## src/rtl/uart_pkg.sv

```systemverilog
// uart_pkg: shared TX state encoding and default sizes for the UART host bridge
package uart_pkg;
    typedef enum logic [1:0] {
        T_IDLE      = 2'd0,
        T_WAIT_BUSY = 2'd1,
        T_WAIT_DONE = 2'd2
    } tx_state_t;
    localparam int FIFO_DEPTH_DEF = 8;
    localparam int DIV_W_DEF = 16;
endpackage

```

## src/rtl/sync_fifo.sv

```systemverilog
// sync_fifo: first-word fall-through FIFO with wrap-bit pointers
module sync_fifo #(
    parameter int WIDTH = 8,
    parameter int DEPTH = 8
) (
    input  logic                    clk,
    input  logic                    rst,
    input  logic                    push,
    input  logic [WIDTH-1:0]        push_data,
    input  logic                    pop,
    output logic [WIDTH-1:0]        pop_data,
    output logic                    full,
    output logic                    empty,
    output logic [$clog2(DEPTH):0]  level
);
    localparam int AW = $clog2(DEPTH);
    logic [WIDTH-1:0] mem [DEPTH];
    logic [AW:0] wr_ptr, rd_ptr;
    logic do_push, do_pop;
    assign empty = wr_ptr == rd_ptr;
    assign full = wr_ptr == {~rd_ptr[AW], rd_ptr[AW-1:0]};
    assign level = wr_ptr - rd_ptr;
    assign pop_data = mem[rd_ptr[AW-1:0]];
    assign do_pop = pop && !empty;
    // a same-cycle pop frees the slot being written, so a full FIFO still accepts
    assign do_push = push && (!full || pop);
    always_ff @(posedge clk or posedge rst) begin
        if (rst) begin
            wr_ptr <= '0;
            rd_ptr <= '0;
            for (int i = 0; i < DEPTH; i++) mem[i] <= '0;
        end else begin
            if (do_push) begin
                mem[wr_ptr[AW-1:0]] <= push_data;
                wr_ptr <= wr_ptr + (AW+1)'(1);
            end
            if (do_pop) rd_ptr <= rd_ptr + (AW+1)'(1);
        end
    end
endmodule

```

## src/rtl/uart_host_bridge.sv

```systemverilog
// uart_host_bridge: host-side FIFO buffering, baud strobe and TX sequencing for uart_core
module uart_host_bridge
    import uart_pkg::*;
#(
    parameter int FIFO_DEPTH = FIFO_DEPTH_DEF,
    parameter int DIV_W = DIV_W_DEF
) (
    input  logic                         clk,
    input  logic                         rst,
    input  logic [DIV_W-1:0]             baud_div,
    output logic                         baud16_en,
    input  logic                         wr_valid,
    input  logic [7:0]                   wr_data,
    output logic                         wr_ready,
    output logic                         rd_valid,
    output logic [7:0]                   rd_data,
    output logic                         rd_err,
    input  logic                         rd_ready,
    output logic [7:0]                   core_tx_data,
    output logic                         core_tx_start,
    input  logic                         core_tx_busy,
    input  logic [7:0]                   core_rx_data,
    input  logic                         core_rx_ready,
    input  logic                         core_rx_error,
    output logic [$clog2(FIFO_DEPTH):0]  tx_level,
    output logic                         rx_overrun,
    input  logic                         clr_overrun
);
    localparam int LW = $clog2(FIFO_DEPTH) + 1;
    logic [DIV_W-1:0] cnt;
    tx_state_t state;
    logic [7:0] tx_head;
    logic [8:0] rx_head;
    logic [LW-1:0] rx_level;
    logic tx_full, tx_empty, tx_push, tx_pop;
    logic rx_full, rx_empty, rx_pop, err_acc;
    assign wr_ready = !tx_full;
    assign tx_push = wr_valid && wr_ready;
    assign tx_pop = state == T_IDLE && !tx_empty && !core_tx_busy;
    assign rd_valid = rx_level != '0;
    assign rx_pop = rd_ready && !rx_empty;
    assign {rd_err, rd_data} = rx_head;
    // >= compare so lowering baud_div below cnt still produces a prompt pulse
    always_ff @(posedge clk or posedge rst) begin
        if (rst) begin
            cnt <= '0;
            baud16_en <= 1'b0;
        end else begin
            baud16_en <= cnt >= baud_div;
            cnt <= cnt >= baud_div ? '0 : cnt + DIV_W'(1);
        end
    end
    always_ff @(posedge clk or posedge rst) begin
        if (rst) begin
            state <= T_IDLE;
            core_tx_start <= 1'b0;
            core_tx_data <= '0;
        end else begin
            core_tx_start <= tx_pop;
            if (tx_pop) core_tx_data <= tx_head;
            case (state)
                T_IDLE:      if (tx_pop) state <= T_WAIT_BUSY;
                T_WAIT_BUSY: if (core_tx_busy) state <= T_WAIT_DONE;
                T_WAIT_DONE: if (!core_tx_busy) state <= T_IDLE;
                default:     state <= T_IDLE;
            endcase
        end
    end
    // the core drops rx_error on the edge it raises rx_ready, so the flag is held here
    always_ff @(posedge clk or posedge rst) begin
        if (rst) begin
            err_acc <= 1'b0;
            rx_overrun <= 1'b0;
        end else begin
            err_acc <= core_rx_ready ? 1'b0 : err_acc | core_rx_error;
            rx_overrun <= (core_rx_ready && rx_full && !rx_pop) ? 1'b1 : (clr_overrun ? 1'b0 : rx_overrun);
        end
    end
    sync_fifo #(.WIDTH(8), .DEPTH(FIFO_DEPTH)) u_tx_fifo (
        .clk(clk),
        .rst(rst),
        .push(tx_push),
        .push_data(wr_data),
        .pop(tx_pop),
        .pop_data(tx_head),
        .full(tx_full),
        .empty(tx_empty),
        .level(tx_level)
    );
    sync_fifo #(.WIDTH(9), .DEPTH(FIFO_DEPTH)) u_rx_fifo (
        .clk(clk),
        .rst(rst),
        .push(core_rx_ready),
        .push_data({err_acc | core_rx_error, core_rx_data}),
        .pop(rx_pop),
        .pop_data(rx_head),
        .full(rx_full),
        .empty(rx_empty),
        .level(rx_level)
    );
endmodule

```

## config.mk

```make
export PLATFORM = sky130hd
export DESIGN_NAME = uart_host_bridge
export DESIGN_NICKNAME = d
export VERILOG_FILES = /design/src/rtl/uart_pkg.sv /design/src/rtl/sync_fifo.sv /design/src/rtl/uart_host_bridge.sv
export SDC_FILE = /design/constraint.sdc
export NUM_CORES = 1
export LEC_CHECK = 0
export CAP_MARGIN = 10
export CORE_MARGIN = 2
export CORE_UTILIZATION = 59
export CTS_CLUSTER_DIAMETER = 200
export DETAILED_ROUTE_END_ITERATION = 7
export PLACE_DENSITY_LB_ADDON = 0.3
export SLEW_MARGIN = 25
export SYNTH_ARGS = -nofsm -noshare
export SYNTH_HDL_FRONTEND = slang
export SYNTH_HIERARCHICAL = 1
export SYNTH_SLANG_ARGS = --single-unit
```

## constraint.sdc

```tcl
create_clock -name clk -period 4.8 [get_ports clk]
set_input_delay 0.96 -clock clk [delete_from_list [all_inputs] [get_ports clk]]
set_output_delay 0.96 -clock clk [all_outputs]
set_load 0.05 [all_outputs]
```

# Word level (Yosys, flattened, before mapping)
# Index checks and enable logic that the tools add are counted.
[totals]
regBits = 182
latchBits = 0
ram_bits = 0
rom_bits = 0
input_bits = 40
output_inout_bits = 26
word_cells = 101
mem_count = 0
[classes]
n_addsub = 7
mul = 0
n_div = 0
magnitude_cmp = 7
eq_ne = 9
shifts = 0
n_mux = 20
bitwise_logic = 7
reduce_logical = 24
[op_table]
columns = ["operator", "n"]
rows = [
  ["$bwmux W72", 1],
  ["$bwmux W64", 1],
  ["$bmux W9 S3", 1],
  ["$demux W9 S3", 1],
  ["$mux W9", 3],
  ["$bmux W8 S3", 1],
  ["$demux W8 S3", 1],
  ["$mux W8", 3],
  ["$add A16 B1 Y16 const B", 1],
  ["$add A4 B1 Y4 const B", 4],
  ["$eq A4 B4 Y1", 4],
  ["$ge A16 B16 Y1", 1],
  ["$ge A4 B4 Y1 const B", 4],
  ["$mux W16", 1],
  ["$not A3 Y4", 4],
  ["$logic_and A1 B1 Y1", 12],
  ["$lt A4 B1 Y1 const B", 2],
  ["$sub A4 B4 Y4", 2],
  ["$logic_not A1 Y1", 6],
  ["$mux W2", 3],
  ["$ne A2 B2 Y1 const B", 3],
  ["$pmux W2 S3", 1],
  ["$reduce_bool A4 Y1", 1],
  ["$mux W1", 3],
  ["8 further kinds", 10],
]

# Depth between registers and ports, before layout
# Gate-level depths: netlist of the first run.
[depth]
ltp_word = 6
depth_mapped = 12
ltp_nobuf = 9

# By module
# Netlist of the first run, hierarchy kept.
[modules_own_cells]
columns = ["module", "instances", "cells_per_inst", "area_each_um2", "seq_area_each_um2"]
rows = [
  ["sync_fifo (u_rx_fifo)", 1, 258, 3892.5, 2001.9],
  ["sync_fifo (u_tx_fifo)", 1, 237, 3502.1, 1801.7],
  ["uart_host_bridge", 1, 166, 1689.1, 750.7],
]

# Least setup slack after synthesis of the first run
# Ideal clock, no wire load.
[synth_timing]
path_type = "register -> register"
start = "register u_tx_fifo.rd_ptr[1]"
end = "register u_tx_fifo/mem[48] in the netlist's numbering"
setup_ps = 125
arrival_ps = 3458
required_time_ps = 4675
path_slack_ps = 1217
path_stages_with_launch = 13
path_buffers = 3
path_cell_list = "dfrtp_1 > buf_2 > clkbuf_1 > inv_1 > ha_1 > nand3_1 > or2b_1 > inv_1 > nor4_2 > nor3_1 > or4_1 > buf_6 > mux2_4"
[synth_via]
elab_chain_len = 6
[synth_rtl]
columns = ["item", "line", "rtl"]
rows = [
  ["start: declaration", "sync_fifo.sv:18", "logic [AW:0] wr_ptr, rd_ptr;"],
  ["start signal: assignment", "sync_fifo.sv:37", "if (do_pop) rd_ptr <= rd_ptr + (AW+1)'(1);"],
  ["$eq A4 B4 Y1", "sync_fifo.sv:20", "assign empty = wr_ptr == rd_ptr;"],
  ["net tx_empty", "uart_host_bridge.sv:35", "logic tx_full, tx_empty, tx_push, tx_pop;"],
  ["$logic_not A1 Y1", "uart_host_bridge.sv:39", "assign tx_pop = state == T_IDLE && !tx_empty && !core_tx_busy;"],
  ["$logic_and A1 B1 Y1 (2 in series)", "uart_host_bridge.sv:39", ""],
  ["net tx_pop", "uart_host_bridge.sv:35", ""],
  ["$logic_or A1 B1 Y1", "sync_fifo.sv:26", "assign do_push = push && (!full || pop);"],
  ["$logic_and A1 B1 Y1", "sync_fifo.sv:26", ""],
  ["end signal: indexed assignment", "sync_fifo.sv:34", "mem[wr_ptr[AW-1:0]] <= push_data;"],
  ["end: declaration", "sync_fifo.sv:17", "logic [WIDTH-1:0] mem [DEPTH];"],
]
# The timed path passes the listed nets, and every way through them passes these cells.
# A chain may end at the register's enable or synchronous reset.

# Worst setup path after layout of the first run
[layout_timing]
start = "register u_rx_fifo.rd_ptr[2]"
end = "output rd_valid"
[layout_via]
elab_chain_len = 2
[layout_rtl]
columns = ["item", "line", "rtl"]
rows = [
  ["start: declaration", "sync_fifo.sv:18", ""],
  ["start signal: assignment", "sync_fifo.sv:37", ""],
  ["$sub A4 B4 Y4", "sync_fifo.sv:22", "assign level = wr_ptr - rd_ptr;"],
  ["net rx_level[3]", "uart_host_bridge.sv:34", "logic [LW-1:0] rx_level;"],
  ["$reduce_bool A4 Y1", "uart_host_bridge.sv:40", "assign rd_valid = rx_level != '0;"],
  ["end: declaration", "uart_host_bridge.sv:15", "output logic rd_valid,"],
]
# The timed path passes the listed nets, and every way through them passes these cells.

==> results.md, run 1 <==
- Seq. cell area: 4550 um^2
- Synthesized area: 9080 um^2
- Status: completed
- Worst path required time: 3.84 ns
- Initial DRC count: 438
- WL met3: 619 um
- Dpl hpwl: 12300 um
- Ports: 66
- # hold bufs at CTS: 0
- Setup CP Type: reg2out
- Area Overhead vs Synth: 15.7%
- DRC Markers: 0
- Clk root buf: clkbuf_16
- Post-CTS Setup Bufs: 0
- Final Critical Period: 4.36 ns
- Setup TNS: 0 ns
- Synth cell types: 46
- Final hold vios: 0
- WL/cell: 19.8 um
- CTS tree: done
- Switching share of total power: 37.6%
- Gr usage total: 24.3%
- Worst Tran Pin Value: 0.736 ns
- Syn Inst Count: 661
- Yosys top cell by area: dfrtp_1
- DR top layer: met4
- Routed WL: 18500 um
- Fin cells: 932
- Vias in the first global route: 5934
- Hold Crit Class: reg2reg
- NetSw: 0.00304 W
- F_max: 229 MHz
- Vias: 5518
- Clock sink count: 182
- FF+latch count, synth: 182
- Clock-pin slew on the worst setup and hold paths: 0.06 ns
- RSZ-0062 raised after global routing: no
- CTS Buf Count: 17
- Number of setup violations in the final report: 0
- Max_cap viols: 0
- Synthesized area per cell: 13.7 um^2
- Max_slew headroom: 50.9%
- First-pass GRT wire length: 30500 um
- Port bufs: 65
- DP Cell Count: 901
- Critical Path AT: 3.40 ns
- Ratio of cells with drive above 1 in the final layout: 33.3%
- Total gr overflow: 0
- Post-synth EDFFs: 0
- Crit. End Element: primary output
- Die ar.: 16400 um^2
- Reg power frac: 34.2%
- Tcrit/Tclk final: 90.8%
- Initial antenna violation count: 0
- Count leader, synth: dfrtp_1
- Pwr dens: 769 nW/um^2
- Num rows: 45
- Critical path startpoint category: flop
- Multi-input gate area: 4230 um^2
- Die H: 128 um
- Synth async-reset ratio: 100%
- Dominant synthesized flop cell: dfrtp_1
- Starting Density: 60.0%
- Core area: 15100 um^2
- Fin. max-slew vios: 0
- Largest net degree at the start of global routing: 47
- Routed Antenna Nets: 0
- Leakage: 4.77 nW
- Syn nets: 730
- # diodes: 0
- Via density: 5.92
- GP Congestion: 0.790
- Clock H-tree levels: 4
- Cell Int Power: 0.00505 W
- Sequential-to-total area share from yosys stat: 50.1%
- Logic gate share of total power: 48.1%
- # resized after CTS: 0
- Met1 wire length: 8170 um
- Clock share of power: 17.8%
- Synth area leaders: dfrtp_1 50%, mux2_2 14%, mux4_2 8.4%
- Synth warnings: 6
- Met2 routed WL: 9290 um
- Final net count: 801
- Peak supply drop: 0.345 mV
- Drt pass-1 iters: 4
- Post-synth top cells: 182 x dfrtp_1, 114 x mux2_2, 65 x nand2_1
- FILL cells: 1029
- Max clock buf depth: 2
- Overall die width: 128 um
- Worst clock skew: 0.00907 ns
- Max FO, Critical Path: 12
- Skew-Pair Late Insertion Delay: 0.43 ns
- Yosys top cell area share: 50.1%
## cell type report
type                       count  area share (%)
clock buffer                  20            4.44
inverter                      41            1.46
multi-input combinational    415            40.2
timing repair buffer          75            6.91
sequential                   182            43.3
tap                          188            2.24
clock inverter                11            1.40
## metrics by stage
stage | worst slack, ns | cell area, um^2 | util, % | hold slack [ns] | total power [W]
2_1_floorplan | 1.22 | 9080 | - | 0.459 | 0.00564
3_3_place_gp | 0.998 | 9890 | 65.3 | 0.477 | 0.00645
3_5_place_dp | 0.907 | 9890 | 65.3 | 0.489 | 0.00664
4_1_cts | 0.439 | 10500 | 69.4 | 0.506 | 0.00813
5_1_grt | 0.310 | 10500 | 69.4 | 0.519 | 0.00853
6_report | 0.443 | 10500 | 69.4 | 0.500 | 0.00809
## layout by cell type, fill, tap and decap left out, types with 3 or more instances in the layout
master,instances
dfrtp_1,182
mux2_2,114
nand2_1,65
clkdlybuf4s50_1,65
inv_1,36
mux2_4,34
mux4_2,34
ha_1,27
xnor2_1,25
nor2_1,21
clkbuf_16,17
nand3_1,15
buf_4,10
a21oi_1,8
or4_1,6
xor2_1,6
nor2b_1,6
nand3_2,6
nor3_1,5
a21o_1,4
nand4_1,4
and3_1,4
or2_2,3
clkbuf_8,3
clkinv_2,3
bufinv_16,3
inv_2,3
nand4_4,3
## kinds of logic (layout without fill, tap and decap cells)
family          after synthesis  count (layout)  share of synthesized area, %
buf+inv                      64             147                          3.35
fa+ha+maj                    29              29                          4.16
flops                       182             182                          50.1
simple gates                153             153                          9.38
xor+xnor                     33              33                          3.35
compound gates               18              18                          1.45
mux                         182             182                          28.2
## power by group through the flow
stage	Clock [W]	Sequential, W	Combinational (W)
3_5_place_dp	0	0.00276	0.00387
5_1_grt	0.00153	0.00284	0.00415
6_report	0.00144	0.00276	0.00389
2_1_floorplan	0	0.00270	0.00293
3_3_place_gp	0	0.00268	0.00377
4_1_cts	0.00146	0.00275	0.00392
## metal layers
layer	vias to the layer above	global-route usage, %
met5	-	0
met4	0	8.86
met3	32	4.09
met2	109	40.5
met1	2887	32.6
li1	2490	-
## state kept, by name (all words and copies together) (netlist names)
signal and flops:
u_tx_fifo/wr_ptr 4, u_rx_fifo/wr_ptr 4, rx_overrun 1, cnt 16, err_acc 1, core_tx_data 8
u_tx_fifo/rd_ptr 4, u_rx_fifo/rd_ptr 4, core_tx_start 1, baud16_en 1, u_rx_fifo/mem 72, u_tx_fifo/mem 64
state 2
## path summary, 6_finish.rpt
kind	to	startpoint	cells past startpoint	slack, ns
setup reg to reg	u_rx_fifo/mem[6]$_DFFE_PP0P_	u_rx_fifo/rd_ptr[2]$_DFFE_PP0P_	9	0.99
hold / removal	state[0]$_DFFE_PP0P_	state[1]$_DFFE_PP0P_	1	0.50
min in group asynchronous	core_tx_data[6]$_DFFE_PP0P_	rst	2	1.03
hold reg to reg	state[0]$_DFFE_PP0P_	state[1]$_DFFE_PP0P_	1	0.50
setup / recovery	rd_valid	u_rx_fifo/rd_ptr[2]$_DFFE_PP0P_	6	0.44
max in group asynchronous	u_rx_fifo/mem[20]$_DFFE_PP0P_	rst	3	2.67
## critical path: stages (launching register included)
cell             delay [ns]
dfrtp_1                0.63
clkinv_1               0.44
ha_1                   0.45
a21oi_1                0.18
xnor2_1                0.08
or4_1                  0.47
clkdlybuf4s50_1        0.71
(Power assumes the default switching activity.)
==> run 2, diff against run 1 <==
ABC_AREA = 1   (was unset)
CORE_UTILIZATION = 60   (was 59)
==> run 2 against run 1 <==
Effect of this change:
- wire length is 42% higher
- synthesized cell count is 97% higher
- fmax is 2.1% higher
- global-route usage is 5.3 points higher
- die area is 11% higher
- critical endpoint unchanged
- largest power group unchanged
==> results.md, run 2 <==
- Worst Path Buf+Inv: 3 (+1)
- Initial antenna violation count: 0 (unchanged)
- Status: completed
- Overall die width: 135 um (+5.4%)
- Skew-Pair Late Insertion Delay: 0.43 ns (about the same)
- Largest net degree at the start of global routing: 62 (+32%)
- Gr busiest metal: met2
- Most common cell after layout, fill and taps aside: nand2_1
- Pwr dens: 719 nW/um^2 (-6.5%)
- Area Overhead vs Synth: 12.3%
- Synth warnings: 6 (unchanged)
- # hold bufs at CTS: 0 (unchanged)
- Final Critical Period: 4.27 ns (-0.0893 ns)
- Synth async-reset ratio: 100% (unchanged)
- Crit. End Element: primary output
- Fin. max-slew vios: 0 (unchanged)
- Clock sink count: 182 (unchanged)
- Largest registers: u_rx_fifo/mem: 72 flops, u_tx_fifo/mem: 64 flops, cnt: 16 flops
- Worst reg-to-reg path cell count: 14 (+5)
- Final hold vios: 0 (unchanged)
- FF+latch count, synth: 182 (unchanged)
- Yosys top cell area share: 44.2% (-5.9 points)
- Die H: 135 um (+5.4%)
- Routed Antenna Nets: 0 (unchanged)
- Initial DRC count: 727 (+66%)
- CTS tree: done
- GR Util met3: 5.18% (+1.1 points)
- Number of setup violations in the final report: 0 (unchanged)
- Clock-pin slew on the worst setup and hold paths: 0.07 ns (about the same)
- Final net count: 1394 (+74%)
- Count leader, synth: nand2_1
- Leakage: 5.77 nW (+21%)
- First-pass GRT wire length: 42800 um (+40%)
- Vias in the first global route: 8613 (+45%)
- Max FO, Critical Path: 13 (+1)
- Setup TNS: 0 ns (unchanged)
- Dpl hpwl: 17600 um (+43%)
- Syn Inst Count: 1301 (+97%)
- Ports: 66 (unchanged)
- Vias: 9005 (+63%)
- Clock H-tree levels: 4 (unchanged)
- Design area: 11600 um^2 (+9.9%)
- Peak supply drop: 0.514 mV (+49%)
- Synth area leaders: dfrtp_1 44%, nand2_1 16%, nand4_1 8.6%
- Synthesized area per cell: 7.91 um^2 (-42%)
- Critical path startpoint category: flop
- Critical-path cell list: clkinv_1 -> buf_4 -> ha_1 -> a21oi_1 -> o21ai_0 -> xor2_1 -> or4_1 -> clkdlybuf4s50_1
- Yosys top cell by area: dfrtp_1
- Commonest non-fill, non-tap cells in the layout: 452 x nand2_1, 182 x dfrtp_1, 148 x nor2_1
- Post-CTS Setup Bufs: 0 (unchanged)
- Via density: 5.78 (-2.4%)
- Post-synth top cells: 452 x nand2_1, 182 x dfrtp_1, 149 x nor2_1
- Hold path depth: 2 (+1)
- Hold Crit Class: reg2reg
- CTS Buf Count: 17 (unchanged)
- Worst Tran Pin Value: 1.04 ns (+0.309 ns)
- Critical Path AT: 3.31 ns (-0.09 ns)
- Largest reg by FF count: u_rx_fifo/mem
- Post-synth EDFFs: 0 (unchanged)
- Drt pass-1 iters: 5 (+1)
- Clk root buf: clkbuf_16
- Worst clock skew: 0.0149 ns (+0.00582 ns)
- Num rows: 47 (+4.4%)
- Syn nets: 1370 (+88%)
- Total gr overflow: 0 (unchanged)
- GP Congestion: 0.895 (+13%)
- WL/cell: 16.8 um (-15%)
- Die ar.: 18200 um^2 (+11%)
- RSZ-0062 raised after global routing: no
- Critical Path Slowest Stage Cell: clkdlybuf4s50_1
- Dominant synthesized flop cell: dfrtp_1
- Max_cap viols: 0 (unchanged)
- Sequential-to-total area share from yosys stat: 44.2% (-5.9 points)
- F_max: 234 MHz (+2.1%)
- Tcrit/Tclk final: 88.9% (-1.9 points)
- Max stage delay on crit path: 0.74 ns (+0.03 ns)
- DRC Markers: 0 (unchanged)
- Starting Density: 61.6% (+1.7 points)
- Max clock buf depth: 2 (unchanged)
- Area post-placement: 10900 um^2 (+10%)
- Stages on the worst setup path: 8 (+2)
- Ratio of cells with drive above 1 in the final layout: 8.22% (-25 points)
- GR Util met1: 38.1% (+5.5 points)
- CP top delay family: buffers and inverters
- Max FFs per register: 72 (unchanged)
- # diodes: 0 (unchanged)
- Max_slew headroom: 30.2% (-21 points)
- Synth cell types: 35 (-24%)
- Gr usage total: 29.6% (+5.3 points)
- Met2 Use GR: 49.9% (+9.5 points)
- Routed WL: 26200 um (+42%)
- # resized after CTS: 0 (unchanged)
- Setup CP Type: reg2out
- Synthesized area: 10300 um^2 (+13%)
- Core area: 16700 um^2 (+10%)
- Port bufs: 65 (unchanged)
- Worst path required time: 3.84 ns (about the same)
-- run 2: changes by cell type in the layout (fill, tap and decap cells not counted), sizes merged, moves of 19 or more --
cell and delta:
nand2 +391, mux2 -148, nand4 +133, nor2 +131
o21ai +92, mux4 -34, inv +31, nor3 +19
-- run 2: worst reg2reg max path: stages, from the launching register on --
cell and delay (ns):
dfrtp_1 0.34, buf_4 0.31, clkinv_1 0.34, ha_1 0.36, nand2_1 0.11, nor2_2 0.06, nand2_1 0.08, inv_1 0.07
nor3_4 0.40, inv_1 0.11, nand3_2 0.36, buf_4 0.31, nand3_2 0.19, nand2_1 0.16, nand2_1 0.07
-- run 2: path summary, 6_finish.rpt --
check / from / end / slack (ns)
min in group asynchronous: rst / err_acc$_DFF_PP0_ / 0.95
worst min register to register: u_tx_fifo/mem[49]$_DFFE_PP0P_ / u_tx_fifo/mem[49]$_DFFE_PP0P_ / 0.47
max in group asynchronous: rst / u_tx_fifo/mem[16]$_DFFE_PP0P_ / 2.99
worst max-delay path: u_rx_fifo/rd_ptr[2]$_DFFE_PP0P_ / rd_valid / 0.53
worst max register to register: u_tx_fifo/rd_ptr[1]$_DFFE_PP0P_ / u_tx_fifo/mem[19]$_DFFE_PP0P_ / 1.43
worst min-delay path: u_tx_fifo/mem[49]$_DFFE_PP0P_ / u_tx_fifo/mem[49]$_DFFE_PP0P_ / 0.47
-- run 2: cell type report --
class	instances	area, um^2
flip-flops and latches	182	4550
repair buffers	86	828
clock buffers	20	447
clock inverters	12	190
multi-input cells	965	4960
inverters	73	303
fillers	1393	5150
well taps	220	275
-- run 2: layer usage --
layer | routed length (um) | up-vias | part of all wire [%]
met4 | 836 | 0 | 3.2
met2 | 13200 | 327 | 50
met1 | 10700 | 4279 | 41
li1 | - | 4336 | -
met3 | 1470 | 63 | 5.6
met5 | 0 | - | 0
-- run 2: logic make-up (layout without fill, tap and decap cells) --
| family | count (synthesis) | count (layout) | share of synthesized area [%] |
|---|---|---|---|
| AO/OA/AOI/OAI | 108 | 108 | 5.32 |
| buffers and inverters | 154 | 191 | 7.67 |
| flip-flops | 182 | 182 | 44.2 |
| adder cells (fa/ha/maj) | 29 | 29 | 3.67 |
| XOR/XNOR | 21 | 21 | 1.79 |
| AND/OR/NAND/NOR | 807 | 807 | 37.3 |
-- run 2: report_power, final --
part	internal [W]	switching, W
registers	0.00218	0.000519
logic	0.00132	0.00276
clock network	0.000899	0.000630
-- run 2: per-stage QoR --
| step | util, % | hold slack, ns | instances | worst slack, ns | total power (W) |
|---|---|---|---|---|---|
| floorplan | - | 0.437 | 1301 | 1.70 | 0.00565 |
| global placement | 65.3 | 0.448 | 1526 | 1.06 | 0.00661 |
| detailed placement | 65.4 | 0.453 | 1526 | 1.02 | 0.00673 |
| CTS | 69.2 | 0.470 | 1558 | 0.550 | 0.00829 |
| global route | 69.2 | 0.485 | 1558 | 0.408 | 0.00887 |
| finish | 69.2 | 0.468 | 1558 | 0.532 | 0.00831 |
==> run 3, diff against run 2 <==
CORE_ASPECT_RATIO = 0.75   (was unset)
CTS_BUF_LIST = sky130_fd_sc_hd__clkbuf_16   (was unset)
==> run 3 against run 2 <==
Effect of this change:
- highest routed layer unchanged
- hold slack worse by 0.0011 ns
- die area barely moved
- critical endpoint unchanged
- first-iteration DRC count is 59% higher
- sequential power about the same
- via count is 2.1% higher
- final cell count is 0.64% lower
- worst setup slack got worse by 0.29 ns
- clock power is 12% lower
- largest cell class unchanged
- clock skew decreased by 0.0050 ns
==> results.md, run 3 (synthesis gave the netlist of run 2 again) <==
- Total gr overflow: 0 (unchanged)
- Clock H-tree levels: 4 (unchanged)
- Post-CTS Setup Bufs: 0 (unchanged)
- WL/cell: 17.3 um (+2.6%)
- Tcrit/Tclk final: 94.9% (+6.0 points)
- Max_slew headroom: 34.3% (+4.1 points)
- Initial DRC count: 1154 (+59%)
- Pwr dens: 712 nW/um^2 (-0.94%)
- Via density: 5.94 (+2.8%)
- Max FFs per register: 72 (unchanged)
- Max FO, Critical Path: 13 (unchanged)
- Setup CP Type: reg2out
- Cell Int Power: 0.00424 W (-3.5%)
- Ports: 66 (unchanged)
- Number of setup violations in the final report: 0 (unchanged)
- GP Congestion: 0.899 (+0.44%)
- Design area: 11400 um^2 (-0.92%)
- Status: completed
- Final hold vios: 0 (unchanged)
- Starting Density: 61.2% (-0.46 points)
- Hold Crit Class: reg2reg
- Skew-Pair Late Insertion Delay: 0.43 ns (about the same)
- Routed Antenna Nets: 0 (unchanged)
- Drt pass-1 iters: 5 (unchanged)
- Core area: 16800 um^2 (+0.75%)
- Area post-placement: 10900 um^2 (-0.25%)
- Vias in the first global route: 8414 (-2.3%)
- Num rows: 41 (-13%)
- CTS Buf Count: 17 (unchanged)
- RSZ-0062 raised after global routing: no
- Logic gate share of total power: 50.2% (+1.1 points)
- Fin. max-slew vios: 0 (unchanged)
- CTS tree: done
- Die ar.: 18200 um^2 (about the same)
- Initial antenna violation count: 0 (unchanged)
- Overall die width: 155 um (+15%)
- Gr usage total: 30.1% (+0.42 points)
- Max_cap viols: 0 (unchanged)
- Commonest non-fill, non-tap cells in the layout: 452 x nand2_1, 182 x dfrtp_1, 148 x nor2_1
- Pre-CTS WS: 0.751 ns (-0.266 ns)
- Largest reg by FF count: u_rx_fifo/mem
- Largest net degree at the start of global routing: 51 (-18%)
- Routed WL: 26700 um (+1.9%)
- Switching share of total power: 48.0% (+0.87 points)
- Worst clock skew: 0.00984 ns (-0.00505 ns)
- Clock sink count: 182 (unchanged)
- Dpl hpwl: 17700 um (+0.72%)
- # resized after CTS: 0 (unchanged)
- Critical Path AT: 3.59 ns (+0.28 ns)
- # hold bufs at CTS: 0 (unchanged)
- Worst Tran Pin Value: 0.984 ns (-0.0607 ns)
- DRC Markers: 0 (unchanged)
- Final worst setup slack: 0.246 ns (-0.286 ns)
- Final Critical Period: 4.55 ns (+0.286 ns)
- Crit. End Element: primary output
- Max clock buf depth: 2 (unchanged)
- Area Overhead vs Synth: 11.2%
- First-pass GRT wire length: 43600 um (+1.8%)
- Final net count: 1390 (-0.29%)
- Clock-pin slew on the worst setup and hold paths: 0.07 ns (about the same)
- Largest registers: u_rx_fifo/mem: 72 flops, u_tx_fifo/mem: 64 flops, cnt: 16 flops
- Clock share of power: 16.6% (-1.8 points)
- Leakage: 5.71 nW (-0.94%)
- Reg power frac: 33.2% (+0.7 points)
- Most common cell after layout, fill and taps aside: nand2_1
- # diodes: 0 (unchanged)
- Port bufs: 65 (unchanged)
- Ratio of cells with drive above 1 in the final layout: 7.73% (-0.49 points)
- NetSw: 0.00391 W (about the same)
- Peak supply drop: 0.414 mV (-19%)
- Vias: 9195 (+2.1%)
- Die H: 117 um (-13%)
- Clk root buf: clkbuf_16
- Critical path startpoint category: flop
- F_max: 220 MHz (-6.3%)
- Setup TNS: 0 ns (unchanged)
- Worst path required time: 3.84 ns (about the same)
run 3: changes by cell type in the layout (fill, tap and decap cells not counted), sizes merged:
cell	previous run	this run
buf	22	18
bufinv	4	2
clkbuf	20	17
clkinv	8	10
clkinvlp	1	3
run 3: power by group through the flow:
stage | logic, W | clock network [W] | registers, W
after floorplan | 0.00305 | 0 | 0.00260
after global placement | 0.00393 | 0 | 0.00268
after detailed placement | 0.00402 | 0 | 0.00271
after CTS | 0.00405 | 0.00137 | 0.00270
after global routing | 0.00451 | 0.00143 | 0.00279
final | 0.00409 | 0.00135 | 0.00271
run 3: cell type report:
| cell class | count | area, um^2 |
|---|---|---|
| multi-input cells | 965 | 4960 |
| inverters | 73 | 298 |
| well taps | 215 | 269 |
| fillers | 1366 | 5380 |
| repair buffers | 82 | 811 |
| flip-flops and latches | 182 | 4550 |
| clock inverters | 14 | 134 |
| clock buffers | 17 | 425 |
run 3: worst paths after layout:
path                                                       from                             to  slack [ns]  cells after the start
worst min register to register    u_tx_fifo/mem[52]$_DFFE_PP0P_  u_tx_fifo/mem[52]$_DFFE_PP0P_        0.47                      2
worst max-delay path            u_rx_fifo/rd_ptr[2]$_DFFE_PP0P_                       rd_valid        0.25                      7
max in group asynchronous                                   rst  u_tx_fifo/mem[16]$_DFFE_PP0P_        2.76                      3
min in group asynchronous                                   rst              cnt[15]$_DFF_PP0_        1.01                      3
worst max register to register  u_tx_fifo/rd_ptr[2]$_DFFE_PP0P_  u_tx_fifo/mem[20]$_DFFE_PP0P_        1.35                     13
worst min-delay path              u_tx_fifo/mem[52]$_DFFE_PP0P_  u_tx_fifo/mem[52]$_DFFE_PP0P_        0.47                      2
run 3: critical path, stage by stage (launching register included):
cell	delay [ns]
dfrtp_1	0.63
clkinv_1	0.45
ha_1	0.48
a21oi_1	0.14
o21ai_0	0.11
xor2_1	0.15
or4_1	0.49
clkdlybuf4s50_1	0.72
run 3: per-stage QoR:
stage / util [%] / total power, W / cells / hold slack, ns
floorplan: - / 0.00565 / 1301 / 0.437
global placement: 64.7 / 0.00661 / 1517 / 0.448
CTS: 68.0 / 0.00811 / 1548 / 0.468
finish: 68.0 / 0.00815 / 1548 / 0.467
global route: 68.0 / 0.00873 / 1548 / 0.481
detailed placement: 64.7 / 0.00673 / 1517 / 0.453
run 3: per-layer routing:
layer | track usage (%) | up-vias | part of all wire [%]
li1 | - | 4331 | -
met4 | 7.17 | 0 | 0.99
met2 | 41.4 | 472 | 42
met1 | 47.9 | 4363 | 46
met3 | 7.06 | 29 | 11
met5 | 0 | - | 0
